$ cat src/rtl/spi_master.sv
// spi_master -- single-slave SPI master issuing 16-bit frames:
// a command byte {addr[6:0], rw} followed by a data byte, both MSB first.
// SPI mode 0: sclk idles low, mosi changes at the start of the low phase,
// and the slave samples on the sclk rising edge.
//
// Ports:
//   clk, reset     : system clock, synchronous active-high reset
//   start          : transaction request, sampled only in IDLE
//   rw             : 1 = read, 0 = write (captured with start)
//   addr[6:0]      : target address (captured with start)
//   wdata[7:0]     : write data (captured with start)
//   busy           : frame or post-frame gap in progress
//   done           : one-cycle pulse when cs_pin rises at frame end
//   rdata[7:0]     : last read result, held until the next read
//   sclk_pin, cs_pin, mosi_pin, miso_pin : SPI pins (cs_pin active low)
//
// Parameter CLK_DIV: clk cycles per sclk half-period (2..255).
// Macro SPIM_CS_GUARD_EN: when defined, adds CLK_DIV-cycle SETUP and HOLD
// states with cs low and sclk low around the 16 bit periods.
module spi_master #(
  parameter int CLK_DIV = 8
) (
  input  logic       clk,
  input  logic       reset,
  input  logic       start,
  input  logic       rw,
  input  logic [6:0] addr,
  input  logic [7:0] wdata,
  output logic       busy,
  output logic       done,
  output logic [7:0] rdata,
  output logic       sclk_pin,
  output logic       cs_pin,
  output logic       mosi_pin,
  input  logic       miso_pin
);

`ifdef SPIM_CS_GUARD_EN
  typedef enum logic [2:0] {IDLE, SETUP, SHIFT, HOLD, GAP} state_t;
`else
  typedef enum logic [2:0] {IDLE, SHIFT, GAP} state_t;
`endif

  localparam logic [8:0] HALF_LAST = 9'(CLK_DIV - 1);
  localparam logic [8:0] GAP_LAST  = 9'(2 * CLK_DIV - 1);

  state_t      state, state_n;
  logic [8:0]  cnt, cnt_n;
  logic [3:0]  bit_cnt, bit_cnt_n;
  logic [15:0] tx, tx_n;
  logic [7:0]  rx, rx_n;
  logic        rd, rd_n;
  logic        sclk_n, cs_n, mosi_n, busy_n, done_n;
  logic [7:0]  rdata_n;
  logic        fin;

  always_comb begin
    state_n   = state;
    cnt_n     = cnt;
    bit_cnt_n = bit_cnt;
    tx_n      = tx;
    rx_n      = rx;
    rd_n      = rd;
    sclk_n    = sclk_pin;
    cs_n      = cs_pin;
    mosi_n    = mosi_pin;
    busy_n    = busy;
    done_n    = 1'b0;
    rdata_n   = rdata;
    fin       = 1'b0;

    case (state)
      IDLE: begin
        if (start) begin
          rd_n      = rw;
          tx_n      = {addr, rw, (rw ? 8'h00 : wdata)};
          cs_n      = 1'b0;
          busy_n    = 1'b1;
          sclk_n    = 1'b0;
          cnt_n     = '0;
          bit_cnt_n = '0;
          rx_n      = '0;
`ifdef SPIM_CS_GUARD_EN
          state_n   = SETUP;
          mosi_n    = 1'b0;
`else
          // First low phase begins on the cycle cs falls, so the first
          // bit must already be on mosi.
          state_n   = SHIFT;
          mosi_n    = addr[6];
`endif
        end
      end

`ifdef SPIM_CS_GUARD_EN
      SETUP: begin
        cnt_n = cnt + 9'd1;
        if (cnt == HALF_LAST) begin
          cnt_n   = '0;
          state_n = SHIFT;
          mosi_n  = tx[15];
        end
      end

      HOLD: begin
        cnt_n = cnt + 9'd1;
        if (cnt == HALF_LAST) fin = 1'b1;
      end
`endif

      SHIFT: begin
        cnt_n = cnt + 9'd1;
        if (cnt == HALF_LAST) begin
          cnt_n = '0;
          if (!sclk_pin) begin
            sclk_n = 1'b1;
          end else begin
            // Last clk of the high phase: sample the data byte on reads.
            if (rd && bit_cnt[3]) rx_n = {rx[6:0], miso_pin};
            sclk_n = 1'b0;
            if (bit_cnt == 4'd15) begin
`ifdef SPIM_CS_GUARD_EN
              state_n = HOLD;
              mosi_n  = 1'b0;
`else
              fin = 1'b1;
`endif
            end else begin
              bit_cnt_n = bit_cnt + 4'd1;
              tx_n      = {tx[14:0], 1'b0};
              mosi_n    = tx[14];
            end
          end
        end
      end

      GAP: begin
        cnt_n = cnt + 9'd1;
        if (cnt == GAP_LAST) begin
          cnt_n   = '0;
          state_n = IDLE;
          busy_n  = 1'b0;
        end
      end

      default: state_n = IDLE;
    endcase

    // Frame end: release cs, pulse done and publish the read byte together.
    if (fin) begin
      state_n = GAP;
      cnt_n   = '0;
      sclk_n  = 1'b0;
      cs_n    = 1'b1;
      mosi_n  = 1'b0;
      done_n  = 1'b1;
      if (rd) rdata_n = rx_n;
    end
  end

  always_ff @(posedge clk) begin
    if (reset) begin
      state    <= IDLE;
      cnt      <= '0;
      bit_cnt  <= '0;
      tx       <= '0;
      rx       <= '0;
      rd       <= 1'b0;
      sclk_pin <= 1'b0;
      cs_pin   <= 1'b1;
      mosi_pin <= 1'b0;
      busy     <= 1'b0;
      done     <= 1'b0;
      rdata    <= '0;
    end else begin
      state    <= state_n;
      cnt      <= cnt_n;
      bit_cnt  <= bit_cnt_n;
      tx       <= tx_n;
      rx       <= rx_n;
      rd       <= rd_n;
      sclk_pin <= sclk_n;
      cs_pin   <= cs_n;
      mosi_pin <= mosi_n;
      busy     <= busy_n;
      done     <= done_n;
      rdata    <= rdata_n;
    end
  end

endmodule

$ cat config.mk
export PLATFORM = sky130hd
export DESIGN_NAME = spi_master
export DESIGN_NICKNAME = d
export VERILOG_FILES = /design/src/rtl/spi_master.sv
export SDC_FILE = /design/constraint.sdc
export NUM_CORES = 1
export LEC_CHECK = 0
export CAP_MARGIN = 40
export CORE_ASPECT_RATIO = 0.7
export CORE_MARGIN = 5
export CORE_UTILIZATION = 45
export DETAILED_ROUTE_END_ITERATION = 16
export HOLD_SLACK_MARGIN = 0.08
export PLACE_DENSITY = 0.68
export SETUP_SLACK_MARGIN = 0.02
export SLEW_MARGIN = 0
export SYNTH_ARGS = -nofsm -noshare
export SYNTH_HDL_FRONTEND = slang
export SYNTH_SLANG_ARGS = --single-unit
export TNS_END_PERCENT = 30
$ cat constraint.sdc
create_clock -name clk -period 4.2 [get_ports clk]
set_input_delay 1.05 -clock clk [delete_from_list [all_inputs] [get_ports clk]]
set_output_delay 1.05 -clock clk [all_outputs]
set_load 0.02 [all_outputs]
; Word level (Yosys, flattened, before mapping)
; Cells that the tools add are included.
[word_totals]
regBits = 53
latchBits = 0
ramBits = 0
rom_bits = 0
input_bits = 20
output_inout_bits = 13
elab_cells = 84
memories = 0
[op_classes]
addsub = 2
n_mul = 0
div = 0
order_cmp = 0
n_eq_ne = 13
n_shift = 0
mux = 41
n_bitwise = 1
reduce_logical = 14
[ops]
columns = operator, n
row1 = 15-bit 2-to-1 mux, 4
row2 = 8-bit 2-to-1 mux, 5
row3 = 15-bit one-hot mux with 2 select lines, 1
row4 = 9-bit 2-to-1 mux, 3
row5 = 9-bit one-hot mux with 3 select lines, 1
row6 = 4-bit 2-to-1 mux, 4
row7 = 8-bit one-hot mux with 2 select lines, 1
row8 = 1-bit 2-to-1 mux, 14
row9 = 2-bit != test (second input constant), 6
row10 = 3-bit AND reduction, 4
row11 = 9-bit by 1-bit adder with 9-bit output (second input constant), 1
row12 = 9-bit by 3-bit equality test with 1-bit output (second input constant), 1
row13 = 9-bit by 4-bit equality test with 1-bit output (second input constant), 1
row14 = 3-bit one-hot mux with 3 select lines, 1
row15 = 4-bit one-hot mux with 2 select lines, 1
row16 = 3-bit 2-to-1 mux, 2
row17 = 3-bit != test (second input constant), 2
row18 = 1-bit one-hot mux with 2 select lines, 3
row19 = 2-bit AND reduction, 3
row20 = 5-bit AND reduction, 1
row21 = 4-bit by 1-bit adder with 4-bit output (second input constant), 1
row22 = 4-bit equality test (second input constant), 1
row23 = 2-bit nonzero test, 2
row24 = 3-bit by 1-bit equality test with 1-bit output (second input constant), 1
row25 = 7 further kinds, 7

; Depth between registers and ports, before layout
[logic_depth]
word_depth = 7
mapped_depth = 10

; Worst setup path after synthesis
; OpenSTA, ideal clock, no wires.
[synth_timing]
path_type = input port to flip-flop
startpoint = input start
endpoint = register cnt[6]
setup_time_ns = 0.070
t_arrival_ns = 2.224
slack_ns = 1.906
cell_stages = 6
path_buffers = 1
path_cell_list = nor2b_1 or2_2 clkbuf_1 or3_1 a21bo_2 a21oi_1
[synth_via]
elab_chain_len = 2
[synth_rtl]
columns = element, line_no
row1 = start: declaration, 25  ; input logic start,
row2 = 2-bit != test (no source line), n/a
row3 = 2-bit AND reduction (no source line), n/a
row4 = end signal: assignment, 177  ; cnt <= cnt_n;
row5 = end: declaration, 48  ; logic [8:0] cnt, cnt_n;
; Every way passes these cells.
; A chain may end at the register's enable or synchronous reset.

; Worst setup path in the final report
[layout_timing]
startpoint = input start
endpoint = register bit_cnt[3]
[layout_via]
elab_chain_len = 2
[layout_rtl]
columns = element, line_no
row1 = 2-bit != test (no source line), n/a
row2 = 5-bit AND reduction (no source line), n/a
row3 = end signal: assignment, 178  ; bit_cnt <= bit_cnt_n;
row4 = end: declaration, 49  ; logic [3:0] bit_cnt, bit_cnt_n;
; Every way passes these cells.

==> flow_summary.yaml <==
pwr:
  p_total_w: 0.000995
  peakVddDrop_mv: 0.156
  pwr_density_cell_mw_per_mm2: 353
  leakage_nw: 0.962
layout:
  area_growth_pct: 18.5
  postLayoutCellArea_sq_mm: 0.00282
  num-nets-final: 319
  final_core_util_pct: 54.4
  layout_common_cells: "dfxtp_1 (52), nor2_1 (43), clkdlybuf4s50_1 (32), nand2_1 (23), a211oi_1 (15)"
  final_common_cell: "dfxtp_1"
  diodes: 0
  drive_gt1_share_pct: 7.14
synthesis:
  synthMuxAreaShare_pct: 3.37
  synth-simple-area-share_pct: 23.0
  syn-cell-area_sq_mm: 0.00238
  netlist.area_leader.share_pct: 43.8
  ys_ff_latch: 52
  synth_compound_area_share_pct: 20.5
  synthFlopType: "dfxtp_1"
  synth_area_per_cell_sq_um: 8.84
  yosys_warnings: 0
  syn_nets: 295
  async_flop_share_pct: 0
  synth_area_leaders: "dfxtp_1 (44%), nor2_1 (6.8%), a211oi_1 (4.7%)"
  synth_edf_count: 0
  synth-xor-area-share_pct: 1.47
  synthAdderAreaFrac_pct: 3.16
  synth_top_family_by_area: "simple AND/OR/NAND/NOR gates"
  seq_area_frac_synth_pct: 43.8
  synth.distinct_cells: 48
  synthCells: 269
  synth_area_leader_cell: "dfxtp_1"
floorplan:
  core_sq_mm: 0.00517
  num_rows: 22
  die-area_sq_mm: 0.00686
  initial_core_util_pct: 45.9
  die_h_um: 70.8
  io_pins: 33
  fp.dieW_um: 96.9
clocking:
  cts-root-buf: "clkbuf_8"
  cts_tree: "built"
  numCtsBuffers: 5
  cts-resized-gates: 0
  postCtsSetupBuffers: 0
  clk_pin_slew_ns: 0.10
  htree_num_levels: 2
  postCtsHoldBufs: 0
  insertion_delay_ns: 0.32
  cts_buffer_depth: 2
  cts.sinks: 52
timing:
  slew_headroom_pct: 57.0
  report.final.slew_viol_count: 0
  min_period_over_period_pct: 67.5
  finalWorstSetupSlack_ns: 1.36
  worst_pin_slew_ns: 0.643
  hold_violations: 0
  finalCriticalPeriod_ns: 2.84
  tns_ns: 0
  rsz0062_at_grt: "no"
  max_freq_mhz: 353
  finalClockSkew_ns: 0.0109
  setup_viol: 0
setup_path:
  slowest_delay_ns: 0.60
  path_max_fanout: 12
  endpoint_kind: "flop"
  endpoint: "bit_cnt[3]"
  crit_start: "start"
  cp_cell_sequence: "clkdlybuf4s50_1 -> nor2b_1 -> nor3_1 -> nand2_1 -> or3_1 -> a211oi_1"
  cpMaxStageDelayCell: "clkdlybuf4s50_1"
  rrSetupSlack_ns: 1.47
  start_kind: "input pin"
  r2r-start: "state[1]"
  cp.arrival_ns: 3.07
  rr_worst_depth: 8
  worstSetupPathType: "input pin to flop"
  cp.depth: 6
  cp_num_buf_inv: 1
  rr_endpoint: "bit_cnt[3]"
  cp_top_family: "simple AND/OR/NAND/NOR gates"
  required_ns: 4.43
hold_path:
  hold_class: "flop to flop"
global_route:
  grt_pass1_vias: 1801
  antenna_found_initial: 0
  grt_max_degree: 27
  grt_overflow_total: 0
  grt_first_pass_wirelength_um: 8850
  grt_use_total_pct: 15.6
place:
  post_dp_cell_area_sq_mm: 0.00272
  hpwl_um: 3740
  gp_congestion: 0.797
  port_buffers: 32
  dp_slack_ns: 1.09
route:
  drtIter0Drc: 127
  drc_errors: 0
  wire_per_inst_um: 14.3
  dr.pass1.iters: 4
  viasPerCell: 5.54
  via_count: 2027
  ant_nets: 0
  wl_um: 5220
job:
  drv_cap: 0
status:
  status: "finished, final reports clean"
-- sequential cells by signal, summed over array words and instances (netlist names), 2 cells and up --
signal / cells
rdata: 8
rx: 8
cnt: 9
bit_cnt: 4
state: 2
tx: 15
-- cell usage after synthesis, types with 3 or more instances --
library cell	n
and3_1	3
mux2i_1	8
buf_4	5
nand3_1	11
a221oi_1	7
ha_1	6
clkbuf_1	7
nand3b_1	3
and2_1	3
nor2_1	43
dfxtp_1	52
a211oi_2	3
nor3_1	9
nand2_1	23
o21ai_0	3
buf_1	3
a22oi_1	8
a211oi_1	15
or3_1	3
inv_1	6
a21oi_1	11
-- where the power goes --
part,switching [W],internal (W)
clock network,0.000179,0.000123
logic,0.0000919,0.0000680
registers,0.0000149,0.000519
-- worst min path at each step --
stage / start / to / slack (ns) / cells after the start
after floorplan: cnt[8] / cnt[8] / 0.45 / 2
after global routing: cs_pin / cs_pin / 0.47 / 2
after detailed placement: cs_pin / cs_pin / 0.45 / 2
final: cs_pin / cs_pin / 0.46 / 2
after CTS: cs_pin / cs_pin / 0.46 / 2
after global placement: cs_pin / cs_pin / 0.44 / 2
-- tightest hold or removal path: stages (launching register included) --
cell and delay [ns]:
dfxtp_1 0.32, nand2_1 0.05, nand2_1 0.05
-- layout make-up --
cell class	count	area [sq um]
clock buffers	5	68.8
clock inverters	3	27.5
repair buffers	35	343
multi-input cells	193	1220
inverters	6	22.5
well taps	72	90.1
flip-flops and latches	52	1040
fillers	510	2360
-- metrics by stage --
stage	hold WS, ns	cells
6_report	0.460	366
5_1_grt	0.470	366
2_1_floorplan	0.449	269
3_5_place_dp	0.449	358
4_1_cts	0.462	366
3_3_place_gp	0.439	358
-- per-layer routing --
metal / vias up / global-route usage [%] / share of wire [%]
met5: - / 0 / 0
met4: 0 / 5.61 / 1.1
met3: 6 / 3.84 / 5.1
met2: 49 / 22.2 / 43
met1: 947 / 22.7 / 51
li1: 1025 / - / -
-- cell families after synthesis --
| group | count (synthesis) |
|---|---|
| AND/OR/NAND/NOR | 113 |
| XOR/XNOR | 4 |
| adder cells (fa/ha/maj) | 6 |
| multiplexers | 8 |
| flip-flops | 52 |
| AO/OA/AOI/OAI | 62 |
| buffers and inverters | 24 |
No activity file was read; power rests on OpenSTA's default activity.
==> RTL change 1: new RTL, config.mk and constraints unchanged <==
Make the reset (`reset`) asynchronous in one clocked block. Comments in the files are not updated.
--- a/src/rtl/spi_master.sv
+++ b/src/rtl/spi_master.sv
@@ -159,5 +159,5 @@
   end
 
-  always_ff @(posedge clk) begin
+  always_ff @(posedge clk or posedge reset) begin
     if (reset) begin
       state    <= IDLE;
Check against the original RTL: differs if reset is asserted again (counterexample within 4 cycles, from zero or initial values and one cycle with reset high); with reset held inactive, the same outputs for 10 cycles.
==> RTL change 1 against the original RTL <==
- sequential cell count did not move
- final area rose by 13%
- maximum frequency rose by 2.1%
- synthesized area rose by 12%
- critical path depth fell by 1
- utilization rose by 0.66 points
- routed wire length rose by 11%
- global-route usage rose by 1.3 points
- largest cell class is now flip-flops and latches
- worst setup slack improved by 0.057 ns
Power is not compared: it rests on default switching activity, and its combinational part moved more than twofold at a synthesized area within 25%.
==> RTL change 1: results <==
INSERT INTO impl_metrics (metric_group, metric, value, unit) VALUES
('sta', 'finalClockSkew', '0.0115', 'ns'),
('critical_path', 'arrival_time_at_the_worst_endpoint', '2.97', 'ns'),
('run_status', 'outcome', 'complete, no violations', ''),
('yosys', 'post_synth_main_area_contributors', 'sky130_fd_sc_hd__dfrtp_1 48%, sky130_fd_sc_hd__mux2_2 13%, sky130_fd_sc_hd__a221o_1 3.0%', ''),
('yosys', 'synth.net_count', '259', ''),
('detailed_routing', 'detailed_route_via_count', '1958', ''),
('sta', 'final.min_clock_period', '2.78', 'ns'),
('critical_path', 'worstReg2RegStart', 'cnt[4]$_DFFE_PP0P_', ''),
('final_layout', 'seq-cell-share', '0.411', ''),
('detailed_routing', 'detailedRoute.firstIterationViolations', '65', ''),
('grt', 'groute.usage.overall', '0.169', ''),
('sta', 'worst_slew_pin_slew', '0.758', 'ns'),
('critical_path', 'ff2ff_setup_slack', '1.58', 'ns'),
('yosys', 'synth.top_cells.by_count', '51 x sky130_fd_sc_hd__dfrtp_1, 31 x sky130_fd_sc_hd__mux2_2, 13 x sky130_fd_sc_hd__nand2_1, 13 x sky130_fd_sc_hd__o21ai_0, 10 x sky130_fd_sc_hd__inv_1', ''),
('power', 'fin_total_pwr', '1.50', 'mW'),
('final_layout', 'count_of_filler_cells_inserted_in_the_layout', '521', ''),
('final_layout', 'inverters_excl_clock', '10', ''),
('critical_path', 'path_max_fanout', '18', ''),
('critical_path', 'worst_path_dominant_cell_family', 'buffers and inverters', ''),
('place', 'post-dp-hpwl', '4150', 'µm');
==> RTL change 1: cell types whose count changed after synthesis, moves of 9 or more <==
cell | before | now
sky130_fd_sc_hd__nor2_1 | 43 | 6
sky130_fd_sc_hd__nand2_1 | 23 | 13
sky130_fd_sc_hd__mux2_2 | 0 | 31
sky130_fd_sc_hd__a22o_1 | 0 | 9
sky130_fd_sc_hd__o21ai_0 | 3 | 13
sky130_fd_sc_hd__dfrtp_1 | 0 | 51
sky130_fd_sc_hd__dfxtp_1 | 52 | 0
sky130_fd_sc_hd__a211oi_1 | 15 | 0
==> RTL change 1: how the worst min path moves through the flow <==
stage,from,end,slack (ns),cells past startpoint
2_1_floorplan,tx[10]$_DFFE_PP0P_,tx[10]$_DFFE_PP0P_,0.47,1
3_3_place_gp,cs_pin$_DFFE_PP1P_,cs_pin$_DFFE_PP1P_,0.46,2
6_report,cs_pin$_DFFE_PP1P_,cs_pin$_DFFE_PP1P_,0.48,2
5_1_grt,cs_pin$_DFFE_PP1P_,cs_pin$_DFFE_PP1P_,0.50,2
3_5_place_dp,cs_pin$_DFFE_PP1P_,cs_pin$_DFFE_PP1P_,0.46,2
4_1_cts,cs_pin$_DFFE_PP1P_,cs_pin$_DFFE_PP1P_,0.48,2
==> RTL change 1: layer usage <==
metal / vias to the layer above / GRT usage / part of all wire
met3: 2 / 0.0356 / 0.046
met1: 958 / 0.249 / 0.51
met5: - / 0 / 0
met4: 0 / 0.0393 / 0.0033
met2: 49 / 0.257 / 0.44
li1: 949 / - / -
==> RTL change 1: logic make-up after synthesis <==
kind of cell / Yosys count / synth area share
muxes: 34 / 0.142
buffers and inverters: 18 / 0.0295
adders and majority gates: 6 / 0.0281
and+or+nand+nor: 64 / 0.132
AOI/OAI and AO/OA: 59 / 0.182
DFF: 52 / 0.487
==> RTL change 2: new RTL, same flow settings <==
Made on the original files. The option `SPIM_CS_GUARD_EN` is turned on by a define.
--- a/src/rtl/spi_master.sv
+++ b/src/rtl/spi_master.sv
@@ -18,4 +18,6 @@
 // Macro SPIM_CS_GUARD_EN: when defined, adds CLK_DIV-cycle SETUP and HOLD
 // states with cs low and sclk low around the 16 bit periods.
+`define SPIM_CS_GUARD_EN
+
 module spi_master #(
   parameter int CLK_DIV = 8
Function: changed (Yosys sat finds a counterexample within 4 cycles, from zero or initial values and one cycle with reset high).
==> RTL change 2 against the original RTL <==
- worst setup slack improved by 0.22 ns
- clock skew decreased by 0.0015 ns
- routed wire length increased by 3.7%
- synthesized area increased by 4.2%
- via count increased by 9.0%
- final area increased by 4.2%
- power decreased by 7.2%
- sequential cell count increased by 2
- count of clock-buffer cells in the layout increased by 1
- largest cell class unchanged
- largest power group unchanged
- highest routed layer is now met3
==> RTL change 2: results <==
INSERT INTO impl_metrics (metric_group, metric, value, unit) VALUES
('cts', 'clk_latency', '0.30', 'ns'),
('final_layout', 'reg.largest.list', 'tx x16, cnt x9', ''),
('final_layout', 'layoutNonFillerInstCount', '406', ''),
('place', 'gp_congestion', '0.774', ''),
('sta', 'worst_slew_pin_slew', '0.714', 'ns'),
('critical_path', 'arrival_time_at_the_worst_endpoint', '2.87', 'ns'),
('power', 'power.leakage', '0.999', 'nW'),
('sta', 'hold_ws', '0.461', 'ns'),
('run_status', 'outcome', 'complete, no violations', ''),
('place', 'placed_cell_area', '2850', 'µm²'),
('place', 'post-dp-hpwl', '3740', 'µm'),
('yosys', 'synth.yosys.seq_area_share', '0.436', ''),
('power', 'ir_drop', '0.186', 'mV'),
('final_layout', 'drive_above_1_share', '0.0569', ''),
('grt', 'number_of_global_route_vias_before_repair', '1979', ''),
('detailed_routing', 'detailedRoute.firstIterationViolations', '122', ''),
('critical_path', 'ff2ff_setup_slack', '1.58', 'ns'),
('sta', 'max_clock_freq', '0.382', 'GHz'),
('place', 'pre_cts_ws', '1.38', 'ns'),
('critical_path', 'r2r_cells', '7', ''),
('yosys', 'synth.net_count', '329', ''),
('critical_path', 'path_max_fanout', '19', ''),
('final_layout', 'num-nets-final', '355', ''),
('place', 'place.detailed.instances', '398', ''),
('detailed_routing', 'vias_per_cell', '5.44', '');
==> RTL change 2: changes by cell type after synthesis, moves of 6 or more <==
cell                       unedited run  this run
sky130_fd_sc_hd__a221oi_1             7         0
sky130_fd_sc_hd__a31oi_1              1        13
sky130_fd_sc_hd__o22ai_1              1         7
sky130_fd_sc_hd__nand2_1             23        37
sky130_fd_sc_hd__a211oi_1            15         9
sky130_fd_sc_hd__nor4_1               2         9
sky130_fd_sc_hd__mux2i_1              8         2
==> RTL change 2: worst max-delay path, cell delays in order, from the launching register on <==
cell and delay, ns:
sky130_fd_sc_hd__dfxtp_1 0.37, sky130_fd_sc_hd__ha_1 0.24, sky130_fd_sc_hd__nand4bb_1 0.42, sky130_fd_sc_hd__nor4_4 0.37, sky130_fd_sc_hd__buf_4 0.26, sky130_fd_sc_hd__nand2_1 0.26, sky130_fd_sc_hd__or4b_1 0.55, sky130_fd_sc_hd__nand3_1 0.09
==> RTL change 2: area by class of cell <==
cell class                      count  area [µm²]
Inverter                            6        22.5
Clock inverter                      2        13.8
Tap cell                           72        90.1
Multi-Input combinational cell    229        1300
Sequential cell                    54        1080
Clock buffer                        6        72.6
Fill cell                         522        2350
Timing Repair Buffer               37         358
==> RTL change 2: cell families (layout without fill, tap and decap cells) <==
logic type                 after synthesis  count (layout)  share of synthesized area
muxes                                    2               2                    0.00808
and+or+nand+nor                        151             151                      0.311
buffers and inverters                   24              51                     0.0404
DFF                                     54              54                      0.436
xor gates and xnor gates                 1               1                    0.00354
adders and majority gates                2               2                     0.0101
AOI/OAI and AO/OA                       73              73                      0.191
==> RTL change 2: routing by layer <==
metal | wire (µm) | vias up | share of wire | GRT usage
li1 | - | 1161 | - | -
met1 | 2980 | 1006 | 0.55 | 0.245
met2 | 2180 | 43 | 0.40 | 0.223
met3 | 249 | 0 | 0.046 | 0.0432
met4 | 0 | 0 | 0 | 0.0182
met5 | 0 | - | 0 | 0
==> RTL change 2: power groups by stage <==
| stage | clock network [mW] | registers (mW) | logic, mW |
|---|---|---|---|
| 2_1_floorplan | 0 | 0.549 | 0.0627 |
| 3_3_place_gp | 0 | 0.551 | 0.100 |
| 3_5_place_dp | 0 | 0.551 | 0.101 |
| 4_1_cts | 0.295 | 0.540 | 0.101 |
| 5_1_grt | 0.320 | 0.542 | 0.113 |
| 6_report | 0.283 | 0.540 | 0.101 |
==> RTL change 2: worst paths after layout <==
check,endpoint,startpoint
worst min register to register,cs_pin$_SDFFE_PP1P_,cs_pin$_SDFFE_PP1P_
worst min-delay path,cs_pin$_SDFFE_PP1P_,cs_pin$_SDFFE_PP1P_
worst max register to register,bit_cnt[2]$_SDFFE_PP0P_,cnt[0]$_SDFFE_PP0P_
worst max-delay path,bit_cnt[2]$_SDFFE_PP0P_,cnt[0]$_SDFFE_PP0P_
